<file path="src/rtl/tx_gearbox.sv">
// 66b-to-64b transmit gearbox.
// Packs {payload, header} blocks into a continuous 64-bit word stream.
// Thirty-two 66-bit blocks fill thirty-three words, so one cycle in every
// 33 is a pause in which only the buffered residual bits are sent and
// the upstream encoder/scrambler must hold.
module tx_gearbox (
  input  logic        i_txc,
  input  logic        i_reset,
  input  logic        i_init_done,
  input  logic [1:0]  i_header,
  input  logic [63:0] i_data,
  output logic        o_tx_pause,
  output logic [63:0] o_txd,
  output logic [5:0]  o_seq
);

  // Sequence value at which the residual holds a complete word.
  localparam logic [5:0] SEQ_PAUSE = 6'd32;

  logic [5:0]   seq_q, seq_d;
  logic [63:0]  residual_q, residual_d;
  logic [63:0]  txd_q, txd_d;
  logic         pause_q, pause_d;

  logic         hold_reset;
  logic         is_pause;
  logic [65:0]  block66;
  logic [5:0]   shamt;
  logic [127:0] shifted;

  // A transceiver that is not yet initialised is treated exactly as reset.
  assign hold_reset = i_reset | ~i_init_done;

  // Header occupies the two first-transmitted bits of the block.
  assign block66 = {i_data, i_header};

  assign is_pause = (seq_q == SEQ_PAUSE);

  // Each consumed block leaves two more bits behind, so the block is placed
  // above the 2*seq residual bits already waiting to go out.
  assign shamt   = {seq_q[4:0], 1'b0};
  assign shifted = {62'd0, block66} << shamt;

  // Next-state: emit low 64 bits of (block above residual), keep the rest.
  always_comb begin
    seq_d      = seq_q;
    residual_d = residual_q;
    txd_d      = txd_q;
    if (hold_reset) begin
      seq_d      = 6'd0;
      residual_d = 64'd0;
      txd_d      = 64'd0;
    end else if (is_pause) begin
      // Residual is a full word here; the input block is ignored.
      txd_d      = residual_q;
      residual_d = 64'd0;
      seq_d      = 6'd0;
    end else begin
      txd_d      = shifted[63:0] | residual_q;
      residual_d = shifted[127:64];
      seq_d      = seq_q + 6'd1;
    end
    // Pause is registered alongside seq so the output is glitch-free.
    pause_d = (seq_d == SEQ_PAUSE);
  end

  // State and output registers with synchronous reset.
  always_ff @(posedge i_txc) begin
    if (hold_reset) begin
      seq_q      <= 6'd0;
      residual_q <= 64'd0;
      txd_q      <= 64'd0;
      pause_q    <= 1'b0;
    end else begin
      seq_q      <= seq_d;
      residual_q <= residual_d;
      txd_q      <= txd_d;
      pause_q    <= pause_d;
    end
  end

  assign o_tx_pause = pause_q;
  assign o_txd      = txd_q;
  assign o_seq      = seq_q;

endmodule

</file>
<file path="config.mk">
export PLATFORM = sky130hd
export DESIGN_NAME = tx_gearbox
export DESIGN_NICKNAME = d
export VERILOG_FILES = /design/src/rtl/tx_gearbox.sv
export SDC_FILE = /design/constraint.sdc
export NUM_CORES = 1
export LEC_CHECK = 0
export ABC_AREA = 1
export BUFFER_PORTS_ARGS = -buffer_cell sky130_fd_sc_hd__clkbuf_2
export CORE_MARGIN = 4
export CORE_UTILIZATION = 45
export DETAILED_ROUTE_END_ITERATION = 12
export PLACE_DENSITY = 0.75
export SLEW_MARGIN = 10
export SYNTH_ARGS = -nofsm -noshare
export SYNTH_HDL_FRONTEND = slang
export SYNTH_SLANG_ARGS = --single-unit
</file>
<file path="constraint.sdc">
create_clock -name i_txc -period 2.45 [get_ports i_txc]
set_input_delay 0.1225 -clock i_txc [delete_from_list [all_inputs] [get_ports i_txc]]
set_output_delay 0.1225 -clock i_txc [all_outputs]
set_load 0.01 [all_outputs]
</file>
**Yosys cells after proc, flatten, opt, wreduce, memory -nomap -nowiden**

Index checks and enable logic that the tools add are counted.

- Register bits after elaboration: 135
- Latch bits: 0
- Bits in writable memories: 0
- ROM bits: 0
- Input port bits: 69
- Output and inout bits: 71
- Logic and storage cells: 15
- Memories kept: 0

- Add/sub/neg operators: 1
- Multiply operators: 0
- Divide/modulo/power cells: 0
- Magnitude comparators: 0
- Eq/ne operators: 2
- Shift-type cells: 1
- Multiplexer cells: 3
- Bitwise operators: 3
- Reduce and logical (&&, ||, !) cells: 1

Operators with widths:

| kind | number |
|---|---|
| left shift 66 x 6 -> 128 bit | 1 |
| two-way mux 64 bit | 1 |
| bitwise OR 64 bit | 1 |
| equality test 6 bit, second input constant | 2 |
| two-way mux 6 bit | 2 |
| adder 6 x 1 -> 6 bit, second input constant | 1 |
| OR reduction 2 bit | 1 |
| inverter 1 bit | 1 |
| bitwise OR 1 bit | 1 |

**Longest topological paths before layout**

- Depth in word-level cells: 4
- Gate-level depth with buffers: 14
- Depth with buffers taken out: 11

**Worst setup path before layout**

No wires, ideal clock.

- Path kind: register to register
- Start point: reg seq_q[1], in the netlist o_seq[1]
- End point: reg txd_q[39], in the netlist o_txd[39]
- Library setup time: 0.128 ns
- Arrival: 1.865 ns
- Required time: 2.322 ns
- Setup slack: 0.457 ns
- Stages on the path, launching flop included: 12
- Path buffers: 4
- Clock period less this slack: 1.993 ns
- Cell sequence: dfxtp_1 -> buf_2 -> inv_2 -> buf_4 -> buf_4 -> ha_1 -> nand2_2 -> nor2_2 -> buf_2 -> a21oi_1 -> a21oi_1 -> nor2_1

- Longest elaborated chain between the ends: 3

RTL lines:

| what | line | source |
|---|---|---|
| from (decl) | 20 | `logic [5:0] seq_q, seq_d;` |
| from (signal assigned) | 75 | `seq_q <= seq_d;` |
| left shift 66 x 6 -> 128 bit | 42 | `assign shifted = {62'd0, block66} << shamt;` |
| bitwise OR 64 bit | 59 | `txd_d = shifted[63:0] \| residual_q;` |
| two-way mux 64 bit (*) | 53 | `end else if (is_pause) begin` |
| to (signal assigned) | 77 | `txd_q <= txd_d;` |
| to (decl) | 22 | `logic [63:0] txd_q, txd_d;` |

Every way passes the cells marked *; elsewhere a longest branch is shown, timed or not.
A chain may end at the register's enable or synchronous reset.

**Final worst setup path**

- Start point: reg seq_q[0], in the netlist o_seq[0]
- End point: reg residual_q[2]

- Longest elaborated chain between the ends: 2

RTL lines:

| what | line | source |
|---|---|---|
| branches (longest 2 deep; another with left shift 66 x 6 -> 128 bit) | n/a |  |
| to (signal assigned) | 76 | `residual_q <= residual_d;` |
| to (decl) | 21 | `logic [63:0] residual_q, residual_d;` |

Several ways; the timed one is not identified.

==> impl_table.tex <==
\begin{tabular}{lr}
\hline
Metric & Value \\
\hline
\multicolumn{2}{l}{\textbf{Yosys}} \\
\quad Synth Instances & 1212 \\
\quad Average instance area after synthesis & 6.385 um\^{}2 \\
\quad Net Count, Synth & 1283 \\
\quad Top post-synthesis cells by area & sky130\_fd\_sc\_hd\_\_dfxtp\_1 (35\%), sky130\_fd\_sc\_hd\_\_nand3\_1 (26\%), sky130\_fd\_sc\_hd\_\_nand2\_1 (16\%), sky130\_fd\_sc\_hd\_\_o21ai\_0 (3.4\%), sky130\_fd\_sc\_hd\_\_nor2\_1 (2.8\%) \\
\quad Most used standard cells in the synthesized netlist & sky130\_fd\_sc\_hd\_\_nand3\_1 (407), sky130\_fd\_sc\_hd\_\_nand2\_1 (320), sky130\_fd\_sc\_hd\_\_dfxtp\_1 (135), sky130\_fd\_sc\_hd\_\_nor2\_1 (57), sky130\_fd\_sc\_hd\_\_o21ai\_0 (52) \\
\quad Proportion of synthesized chip area in sequential cells & 0.3492 \\
\quad Dominant cell type by area after synthesis & sky130\_fd\_sc\_hd\_\_dfxtp\_1 \\
\quad Number of synthesized flops with an enable pin & 0 \\
\quad Share of the synthesized area in the top cell type & 0.3492 \\
\quad Synth Register Bits & 135 \\
\quad Number of distinct standard cells referenced by the synthesized netlist & 34 \\
\quad Fraction of synthesis flops using an asynchronous set or reset pin & 0 \\
\quad Number of warning messages in the yosys log & 0 \\
\quad Library cell with the highest instance count after synthesis & sky130\_fd\_sc\_hd\_\_nand3\_1 \\
\quad Post-synthesis instance area & 7739 um\^{}2 \\
\quad Top flip-flop cell by instance count after synthesis & sky130\_fd\_sc\_hd\_\_dfxtp\_1 \\
\multicolumn{2}{l}{\textbf{STA}} \\
\quad Final period demand of the worst path & 2.027 ns \\
\quad Final sum of negative setup slack & 0 ns \\
\quad Final setup viols & 0 \\
\quad Transition time of the tightest slew-check pin & 0.8399 ns \\
\quad Tcrit/Tclk final & 0.8273 \\
\quad Worst slew margin relative to its limit & 0.4401 \\
\quad Hold Violations, Final & 0 \\
\quad Fin. max-slew vios & 0 \\
\quad Top achievable clock speed & 493.4 MHz \\
\quad Setup repair after global routing missed its margin & no \\
\quad Post-Route Skew & 0.009091 ns \\
\multicolumn{2}{l}{\textbf{Global route}} \\
\quad Pin count of the biggest net entering global routing & 84 \\
\quad Wire length of the first global-routing pass & 45700 um \\
\quad Sum of overflow across all layers after global routing & 0 \\
\quad Via count of the first global-routing pass & 8097 \\
\quad GRT Total Usage & 0.3025 \\
\quad Number of antenna violations at the first check in global routing & 0 \\
\multicolumn{2}{l}{\textbf{Power}} \\
\quad Design internal power & 4.211 mW \\
\quad Cell area power density & 642.3 nW/um\^{}2 \\
\quad Relative contribution of combinational cells to total power & 0.162 \\
\quad Clock network power share & 0.448 \\
\quad Sw Share & 0.2796 \\
\quad LEAKAGE & 4.271 nW \\
\quad Share of total power in sequential cells & 0.390 \\
\quad Total power consumption of the routed design & 5.845 mW \\
\quad Maximum VDD drop & 525.4 uV \\
\quad Power spent charging and discharging nets & 1.634 mW \\
\multicolumn{2}{l}{\textbf{Status}} \\
\quad Outcome & completed \\
\multicolumn{2}{l}{\textbf{Die}} \\
\quad Boundary pin count & 140 \\
\quad Num rows & 47 \\
\quad DIE WIDTH & 139.1 um \\
\quad Effective utilization at floorplan & 0.4634 \\
\quad Die outline height & 139.1 um \\
\quad Area of the die & 19360 um\^{}2 \\
\quad Core Footprint & 16700 um\^{}2 \\
\multicolumn{2}{l}{\textbf{Route}} \\
\quad First-pass detailed-route iteration total & 7 \\
\quad Final routed wire length divided by cell count & 19.63 um \\
\quad Remaining antenna violation count & 0 \\
\quad Number of violations reported at the end of detailed-routing iteration 0 & 1434 \\
\quad Wirelength, routed & 30170 um \\
\quad Via-per-instance ratio & 5.847 \\
\quad Routed vias & 8987 \\
\quad Count of unresolved DRC violations after routing & 0 \\
\multicolumn{2}{l}{\textbf{CTS}} \\
\quad Number of post-CTS setup repair buffers & 0 \\
\quad TritonCTS Buffers & 17 \\
\quad Clock root cell & sky130\_fd\_sc\_hd\_\_clkbuf\_16 \\
\quad Post-cts hold buffer count & 1 \\
\quad Largest buffer count on any clock path & 2 \\
\quad Clock-pin slew of the registers on the worst-case setup and hold paths & 0.06 ns \\
\quad Clock tree from TritonCTS & done \\
\quad Number of resized instances in the post-cts repair step & 0 \\
\quad Clock Sink Count & 135 \\
\quad Total number of H-tree levels & 4 \\
\quad Worst-Skew Late Latency & 0.43 ns \\
\multicolumn{2}{l}{\textbf{Run}} \\
\quad Reported max-cap violation count & 0 \\
\multicolumn{2}{l}{\textbf{Min path}} \\
\quad Path type of the worst min-delay path & in2reg \\
\quad Depth of the worst hold-timing path & 4 \\
\multicolumn{2}{l}{\textbf{Worst setup path}} \\
\quad Class of the most critical setup path & reg2reg \\
\quad Internal reg-to-reg setup slack & 0.42 ns \\
\quad Setup crit end kind & flop \\
\quad Largest fanout on the critical path & 18 \\
\quad Startpoint types & flop \\
\quad Depth of the worst register-to-register path & 9 \\
\quad Worst path required time & 2.76 ns \\
\quad Critical Path AT & 2.34 ns \\
\multicolumn{2}{l}{\textbf{Place}} \\
\quad \# port buffers & 139 \\
\quad Post-DP HPWL & 21640 um \\
\quad Cell area reported after detailed placement & 8494 um\^{}2 \\
\quad Gp weighted congestion & 1.011 \\
\multicolumn{2}{l}{\textbf{Cells and area}} \\
\quad Final net count & 1377 \\
\quad Count of inserted antenna diode cells & 0 \\
\quad Final Util & 0.5449 \\
\quad Total of fill cells in the finished design & 1706 \\
\quad Signed area change from the synthesized netlist to the final layout & 17.59\% \\
\quad Layout cell share with drive strength beyond 1 & 0.1625 \\
\quad Finished Cell Area & 9100 um\^{}2 \\
\hline
\end{tabular}
[layout make-up]
type,instances,area [um^2],area share
clock buffers,22,474.2,0.05211
clock inverters,8,121.4,0.01334
inverters,45,171.4,0.01884
multi-input cells,942,4382,0.4815
flip-flops and latches,135,2708,0.2975
well taps,220,275.3,0.03025
repair buffers,165,968.4,0.1064
[path summary, 6_finish.rpt]
path / from / to
hold reg to reg: residual_q[28]$_SDFF_PP0_ / o_txd[28]$_SDFF_PN0_
hold / removal: i_reset / o_seq[2]$_SDFF_PN0_
setup reg to reg: o_seq[0]$_SDFF_PN0_ / residual_q[2]$_SDFF_PP0_
setup / recovery: o_seq[0]$_SDFF_PN0_ / residual_q[2]$_SDFF_PP0_
[through the flow]
step / setup slack, ns / hold WS [ns] / instances
after floorplan: 0.4572 / 0.2664 / 1212
after global placement: 0.5199 / 0.4099 / 1506
after detailed placement: 0.4882 / 0.4098 / 1506
after CTS: 0.4789 / 0.02746 / 1537
after global routing: 0.2939 / 0.05787 / 1537
final: 0.4231 / 0.04911 / 1537
[state kept, by name, summed over array words and instances, names as in the netlist]
name,cells
o_seq,6
o_txd,64
o_tx_pause,1
residual_q,64
[cell families (layout without fill, tap and decap cells)]
logic type               Yosys count  in the layout  share of synthesized area
AND/OR/NAND/NOR                  826            826                     0.4842
adder cells (fa/ha/maj)            2              2                   0.003233
buffers and inverters            135            240                    0.08553
XOR/XNOR                           2              2                   0.002264
flip-flops                       135            135                     0.3492
AO/OA/AOI/OAI                    112            112                    0.07551
[metal layers]
layer  up-vias  GRT usage  wire, um
met2       560     0.4810     13610
met3        71    0.06483      3264
met4         0     0.1246      1321
met1      4078     0.4000     11980
met5         -          0         0
li1       4278          -         -
[layout by cell type, fill, tap and decap left out, drive strengths merged]
cell type	instances
ha	2
clkinv	3
nor2	61
and2	8
nand3	407
or2	6
nor3b	1
dfxtp	135
nand3b	14
nand4	4
clkbuf	161
clkinvlp	1
dlygate4sd3	1
a21oi	36
inv	46
o21ai	66
o22ai	10
xnor2	1
nor3	2
and3	1
nand2	322
buf	25
bufinv	3
xor2	1
[power by group through the flow]
stage / logic (mW) / clock network, mW / registers [mW]
2_1_floorplan: 0.536 / 0 / 2.35
3_3_place_gp: 0.911 / 0 / 2.32
3_5_place_dp: 0.916 / 0 / 2.33
4_1_cts: 0.923 / 2.62 / 2.28
5_1_grt: 1.03 / 2.71 / 2.29
6_report: 0.946 / 2.62 / 2.28
[worst max-delay path: stages (launching register included)]
cell and delay (ns):
sky130_fd_sc_hd__dfxtp_2 0.34, sky130_fd_sc_hd__buf_4 0.19, sky130_fd_sc_hd__buf_4 0.21, sky130_fd_sc_hd__nand2_1 0.09
sky130_fd_sc_hd__nand3_1 0.08, sky130_fd_sc_hd__and2_1 0.22, sky130_fd_sc_hd__o21ai_0 0.45, sky130_fd_sc_hd__nand2_1 0.14
sky130_fd_sc_hd__nand3_1 0.10, sky130_fd_sc_hd__o21ai_0 0.09
Note: power is estimated with default switching activity, not from simulation.
